File: src/rtl/id_ex_reg.sv
// ID/EX pipeline register: captures decoded fields for the execute stage,
// converts condition-failed or invalid instructions into bubbles, and counts
// instructions killed by a failed condition.
module id_ex_reg #(
    parameter int unsigned DATA_W = 32,
    parameter int unsigned CNT_W  = 16
) (
    input  logic              clk,
    input  logic              rst,
    input  logic              freeze,
    input  logic              flush,
    input  logic              cond_state,
    input  logic              id_valid,
    input  logic              id_wb_en,
    input  logic              id_mem_r_en,
    input  logic              id_mem_w_en,
    input  logic              id_b,
    input  logic              id_s,
    input  logic [3:0]        id_exe_cmd,
    input  logic              id_imm,
    input  logic [DATA_W-1:0] id_pc,
    input  logic [DATA_W-1:0] id_val_rn,
    input  logic [DATA_W-1:0] id_val_rm,
    input  logic [11:0]       id_shift_operand,
    input  logic [23:0]       id_signed_imm_24,
    input  logic [3:0]        id_dest,
    input  logic [3:0]        id_src1,
    input  logic [3:0]        id_src2,
    input  logic [3:0]        id_status,
    input  logic              cnt_clr,
    output logic              ex_wb_en,
    output logic              ex_mem_r_en,
    output logic              ex_mem_w_en,
    output logic              ex_b,
    output logic              ex_s,
    output logic [3:0]        ex_exe_cmd,
    output logic              ex_imm,
    output logic [DATA_W-1:0] ex_pc,
    output logic [DATA_W-1:0] ex_val_rn,
    output logic [DATA_W-1:0] ex_val_rm,
    output logic [11:0]       ex_shift_operand,
    output logic [23:0]       ex_signed_imm_24,
    output logic [3:0]        ex_dest,
    output logic [3:0]        ex_src1,
    output logic [3:0]        ex_src2,
    output logic              ex_valid,
    output logic              ex_carry_in,
    output logic [CNT_W-1:0]  squash_cnt
);

    typedef enum logic {SlotEmpty, SlotLive} slotState_e;

    slotState_e       slotQ, slotD;
    logic [CNT_W-1:0] cntQ, cntD;
    logic             loadEdge;
    logic             passLoad;
    logic             killLoad;

    // Qualify the decode slot for this edge.
    always_comb begin
        loadEdge = !flush && !freeze;
        passLoad = id_valid && cond_state;
        killLoad = id_valid && !cond_state;
    end

    // Slot occupancy next-state: flush empties, freeze holds, load follows pass/kill.
    always_comb begin
        slotD = slotQ;
        if (flush) begin
            slotD = SlotEmpty;
        end else if (!freeze) begin
            slotD = passLoad ? SlotLive : SlotEmpty;
        end
    end

    // Squash counter next-state: clear wins over everything, saturates at all-ones.
    always_comb begin
        cntD = cntQ;
        if (cnt_clr) begin
            cntD = '0;
        end else if (loadEdge && killLoad && (cntQ != {CNT_W{1'b1}})) begin
            cntD = cntQ + CNT_W'(1);
        end
    end

    // State registers.
    always_ff @(posedge clk or negedge rst) begin
        if (!rst) begin
            slotQ <= SlotEmpty;
            cntQ  <= '0;
        end else begin
            slotQ <= slotD;
            cntQ  <= cntD;
        end
    end

    // Payload register: flush zeroes, freeze holds, load captures (controls gated on pass).
    always_ff @(posedge clk or negedge rst) begin
        if (!rst) begin
            ex_wb_en         <= 1'b0;
            ex_mem_r_en      <= 1'b0;
            ex_mem_w_en      <= 1'b0;
            ex_b             <= 1'b0;
            ex_s             <= 1'b0;
            ex_exe_cmd       <= '0;
            ex_imm           <= 1'b0;
            ex_pc            <= '0;
            ex_val_rn        <= '0;
            ex_val_rm        <= '0;
            ex_shift_operand <= '0;
            ex_signed_imm_24 <= '0;
            ex_dest          <= '0;
            ex_src1          <= '0;
            ex_src2          <= '0;
            ex_carry_in      <= 1'b0;
        end else if (flush) begin
            ex_wb_en         <= 1'b0;
            ex_mem_r_en      <= 1'b0;
            ex_mem_w_en      <= 1'b0;
            ex_b             <= 1'b0;
            ex_s             <= 1'b0;
            ex_exe_cmd       <= '0;
            ex_imm           <= 1'b0;
            ex_pc            <= '0;
            ex_val_rn        <= '0;
            ex_val_rm        <= '0;
            ex_shift_operand <= '0;
            ex_signed_imm_24 <= '0;
            ex_dest          <= '0;
            ex_src1          <= '0;
            ex_src2          <= '0;
            ex_carry_in      <= 1'b0;
        end else if (!freeze) begin
            // Killed instructions still carry operands; only their side effects are masked.
            ex_wb_en         <= id_wb_en && passLoad;
            ex_mem_r_en      <= id_mem_r_en && passLoad;
            ex_mem_w_en      <= id_mem_w_en && passLoad;
            ex_b             <= id_b && passLoad;
            ex_s             <= id_s && passLoad;
            ex_exe_cmd       <= id_exe_cmd;
            ex_imm           <= id_imm;
            ex_pc            <= id_pc;
            ex_val_rn        <= id_val_rn;
            ex_val_rm        <= id_val_rm;
            ex_shift_operand <= id_shift_operand;
            ex_signed_imm_24 <= id_signed_imm_24;
            ex_dest          <= id_dest;
            ex_src1          <= id_src1;
            ex_src2          <= id_src2;
            ex_carry_in      <= id_status[2];
        end
    end

    // Slot state and counter drive the outputs directly from flops.
    always_comb begin
        ex_valid   = (slotQ == SlotLive);
        squash_cnt = cntQ;
    end

endmodule

File: config.mk
export PLATFORM = sky130hd
export DESIGN_NAME = id_ex_reg
export DESIGN_NICKNAME = d
export VERILOG_FILES = /design/src/rtl/id_ex_reg.sv
export SDC_FILE = /design/constraint.sdc
export NUM_CORES = 1
export LEC_CHECK = 0
export ABC_AREA = 1
export CORE_ASPECT_RATIO = 0.9
export CORE_MARGIN = 3
export CORE_UTILIZATION = 46
export CTS_BUF_LIST = sky130_fd_sc_hd__clkbuf_2 sky130_fd_sc_hd__clkbuf_4 sky130_fd_sc_hd__clkbuf_8
export CTS_CLUSTER_DIAMETER = 40
export DETAILED_ROUTE_END_ITERATION = 10
export GPL_TIMING_DRIVEN = 1
export PLACE_DENSITY = 0.95
export SLEW_MARGIN = 20
export SYNTH_ARGS = -nofsm -noshare
export SYNTH_HDL_FRONTEND = slang
export SYNTH_SLANG_ARGS = --single-unit
File: constraint.sdc
create_clock -name clk -period 2.6 [get_ports clk]
set_clock_uncertainty 0.05 [all_clocks]
set_input_delay 0.52 -clock clk [delete_from_list [all_inputs] [get_ports clk]]
set_output_delay 0.52 -clock clk [all_outputs]
set_load 0.01 [all_outputs]
==> parameters.txt <==
Parameter                              Value

Logic synthesis
  Post-synth EDFFs    0
  Netlist Area Pre-Place    7130 um^2
  Portion of the post-synthesis area used by sequential elements    60.4%
  Gate Count Post-Synth    832
  Fraction of synthesis flops using an asynchronous set or reset pin    100%
  Most numerous cell in the Yosys netlist    sky130_fd_sc_hd__nand2_1
  #FFs+latches synth    172
  Mean post-synth cell area    8.57 um^2
  Primary FF master, synth    sky130_fd_sc_hd__dfrtp_1
  Share of Yosys cell area claimed by the top area cell type    60.4%
  Top cells by area in the synthesized netlist    sky130_fd_sc_hd__dfrtp_1, sky130_fd_sc_hd__nand2_1, sky130_fd_sc_hd__nand3_1, sky130_fd_sc_hd__clkbuf_1, sky130_fd_sc_hd__inv_1
  Count of distinct cell types in the synthesized netlist    22
  Count of yosys warnings during synthesis    0
  Post-Syn Nets    998
  Cell type contributing the most total cell area after synthesis    sky130_fd_sc_hd__dfrtp_1
  Most frequent cells after synthesis    sky130_fd_sc_hd__nand2_1, sky130_fd_sc_hd__dfrtp_1, sky130_fd_sc_hd__nand3_1, sky130_fd_sc_hd__clkbuf_1, sky130_fd_sc_hd__inv_1

Timing
  Setup ws final    0.489 ns
  Total count of hold-check failures in the final report    0
  Worst slew margin relative to its limit    53.9%
  Setup TNS    0 ns
  Slew at the pin closest to its max-slew limit    0.692 ns
  Setup repair after global routing missed its margin    false
  Achievable frequency    474 MHz
  Final period utilization    81.2%
  Hold Worst Slack    0.465 ns
  Total count of max-transition violations in the final report    0
  Finish-stage setup viols    0
  Post-layout min period    2.11 ns

Clocking
  Max Root-Sink Buffers    2
  Number of clock sinks seen by CTS    172
  CTS buffer count    17
  Latest clock arrival within the worst-skew pair    0.45 ns
  Clock root buffer master    sky130_fd_sc_hd__clkbuf_8
  Clock-pin slew of the registers on the worst-case setup and hold paths    0.10 ns
  TritonCTS clock tree    yes
  Number of levels the H-tree was split into    4
  Number of instances resized during post-cts repair    0

Power
  Internal power    4340 uW
  LEAKAGE    0.00541 uW
  Power density over cell area    526 nW/um^2
  Relative contribution of the clock network to total power    34.4%
  Worst ir drop on vdd    0.000509 V
  Combinational share of power    16.3%
  Switching part of the total    25.9%
  Part of the total power dissipated in sequential elements    49.3%
  Sw power    1510 uW

Final layout
  Fin nets    1309
  Antenna Diode Count    0
  Layout Area Growth over Synthesis    55.9%
  Fraction of final layout cells with drive strength greater than 1    4.76%

Worst setup path
  Longest individual stage delay on the worst path    0.61 ns
  Critical R2R Launch    squash_cnt[1]
  Number of gates on the worst path with buffers counted    1
  Slowest cell on crit path    sky130_fd_sc_hd__clkdlybuf4s50_1
  Family with the most delay on the worst path    buffers and inverters
  Req. time, crit path    2.03 ns
  Launching element of the worst setup path    squash_cnt[7]
  Endpoint of the lowest-slack register-to-register path    squash_cnt[1]
  Highest fanout seen on the critical path    7
  Cells traversed along the worst timing path    clkdlybuf4s50_1
  Setup slack on the worst flop-to-flop path    0.74 ns
  Critical path data arrival time    1.54 ns
  Worst Setup Start Kind    flop
  Reg2Reg Depth    9
  Buffering stage count on the worst path with inverters included    1
  Critical path capture point    squash_cnt[7]
  Category of the critical setup timing path    flop to primary output
  Element type at the critical path end    primary output

GRT
  Global routing usage summed across all routing layers    26.6%
  Global-route wire length before repair    35200 um
  Global route overflow    0
  Number of global-route vias before repair    6893
  Initial antenna violation count    0
  Maximum number of pins on one net before global-route repair    157

Die
  Core region area    14900 um^2
  Total die area    17000 um^2
  Site row count    42
  Top Ports    337
  Vertical extent of the die    124 um
  Effective utilization at floorplan    47.8%
  Die Width    137 um

Routing
  Met1 Routed Length    8530 um
  Starting DRT DRC Count    486
  Met3 Wirelength    2450 um
  Total via count in the routed design    7039
  Total detailed-routing wirelength    23300 um
  Highest metal layer used by the detailed router    met4
  Number of antenna-violating nets in the routed design    0
  Average detailed-routed wire length per instance    17.2 um
  DRC violations left    0
  Per-cell via count in the routed design    5.20
  First-pass DRT Iterations    6
  Met2 routed WL    11500 um

Placement
  Minimum setup slack after placement    0.380 ns
  Total half-perimeter wirelength after legalization and detailed placement    16400 um
  Routability congestion estimate    0.905
  Count of input and output buffers    333

Status
  Status    complete, no violations

Flow run
  Max_cap viols    0

Worst hold path
  Class of the worst hold path    flop to flop
## flip-flops by register name (all words and copies together) (netlist names), 4 cells and up
| register | flops |
|---|---|
| ex_pc | 32 |
| ex_val_rm | 32 |
| ex_val_rn | 32 |
| ex_signed_imm_24 | 24 |
| squash_cnt | 16 |
| ex_shift_operand | 12 |
| ex_dest | 4 |
| ex_exe_cmd | 4 |
| ex_src1 | 4 |
| ex_src2 | 4 |
## stage by stage
stage	power (uW)	cell area, um^2	cells	utilization, %
floorplan	3210	7130	832	-
global placement	3860	10700	1321	71.6
detailed placement	3890	10700	1321	71.6
CTS	5890	11100	1353	74.5
global route	6080	11100	1353	74.5
finish	5850	11100	1353	74.5
## how the worst min path moves through the flow
stage                       start       endpoint  slack, ns  cells after the start
floorplan                     rst           ex_b       0.17                      0
global placement    ex_val_rn[27]  ex_val_rn[27]       0.44                      2
detailed placement   ex_val_rn[9]   ex_val_rn[9]       0.44                      2
CTS                    ex_src1[3]     ex_src1[3]       0.47                      2
global route            ex_pc[12]      ex_pc[12]       0.48                      2
finish              ex_exe_cmd[0]  ex_exe_cmd[0]       0.47                      2
## cell type report
cell class                      instances  area, um^2
Multi-Input combinational cell        584        2530
Tap cell                              198         248
Timing Repair Buffer                  345        3520
Inverter                               23        88.8
Clock buffer                           19         262
Clock inverter                         12         160
Fill cell                             969        3810
Sequential cell                       172        4300
## metal layers
layer  global-route usage, %  up-vias
li1                        -     3291
met4                    11.3        0
met5                       0        -
met3                    10.1       55
met2                    44.5      339
met1                    30.9     3354
## power groups by stage
stage	combinational [uW]	sequential (uW)	clock [uW]
after floorplan	216	2990	0
final	953	2880	2010
after global placement	935	2930	0
after detailed placement	955	2930	0
after global routing	1030	2900	2150
after CTS	962	2880	2050
## layout by cell type, fill, tap and decap left out, types with 2 or more instances in the layout
| cell type | instances |
|---|---|
| sky130_fd_sc_hd__clkinvlp_4 | 3 |
| sky130_fd_sc_hd__inv_6 | 3 |
| sky130_fd_sc_hd__xor2_1 | 3 |
| sky130_fd_sc_hd__nor2_2 | 2 |
| sky130_fd_sc_hd__a21oi_1 | 2 |
| sky130_fd_sc_hd__dfrtp_1 | 172 |
| sky130_fd_sc_hd__inv_1 | 20 |
| sky130_fd_sc_hd__nor2_4 | 5 |
| sky130_fd_sc_hd__o21ai_0 | 7 |
| sky130_fd_sc_hd__o21ai_1 | 2 |
| sky130_fd_sc_hd__clkinv_2 | 2 |
| sky130_fd_sc_hd__buf_12 | 8 |
| sky130_fd_sc_hd__nand4_1 | 12 |
| sky130_fd_sc_hd__clkdlybuf4s50_1 | 331 |
| sky130_fd_sc_hd__bufinv_16 | 3 |
| sky130_fd_sc_hd__nand2_2 | 2 |
| sky130_fd_sc_hd__nand3_1 | 172 |
| sky130_fd_sc_hd__buf_4 | 4 |
| sky130_fd_sc_hd__nor2_1 | 16 |
| sky130_fd_sc_hd__nand2_1 | 358 |
| sky130_fd_sc_hd__clkbuf_8 | 19 |
## kinds of logic (layout without fill, tap and decap cells)
| kind of cell | after synthesis | in the layout | share of synthesized area, % |
|---|---|---|---|
| buffers and inverters | 76 | 399 | 4.14 |
| AND/OR/NAND/NOR | 568 | 568 | 34.1 |
| adder cells (fa/ha/maj) | 1 | 1 | 0.175 |
| flip-flops | 172 | 172 | 60.4 |
| XOR/XNOR | 3 | 3 | 0.369 |
| AO/OA/AOI/OAI | 12 | 12 | 0.878 |
## timing repair
item / in CTS / in global routing
hold endpoints to repair: 49 / 0
hold buffers: 1 / 0
buffers inserted: 0 / 0
## worst min-delay path: stages (launching register included)
cell and delay [ns]:
sky130_fd_sc_hd__dfrtp_1 0.35, sky130_fd_sc_hd__nand3_1 0.08, sky130_fd_sc_hd__nand2_1 0.06
Power figures use the tool's default switching activity.
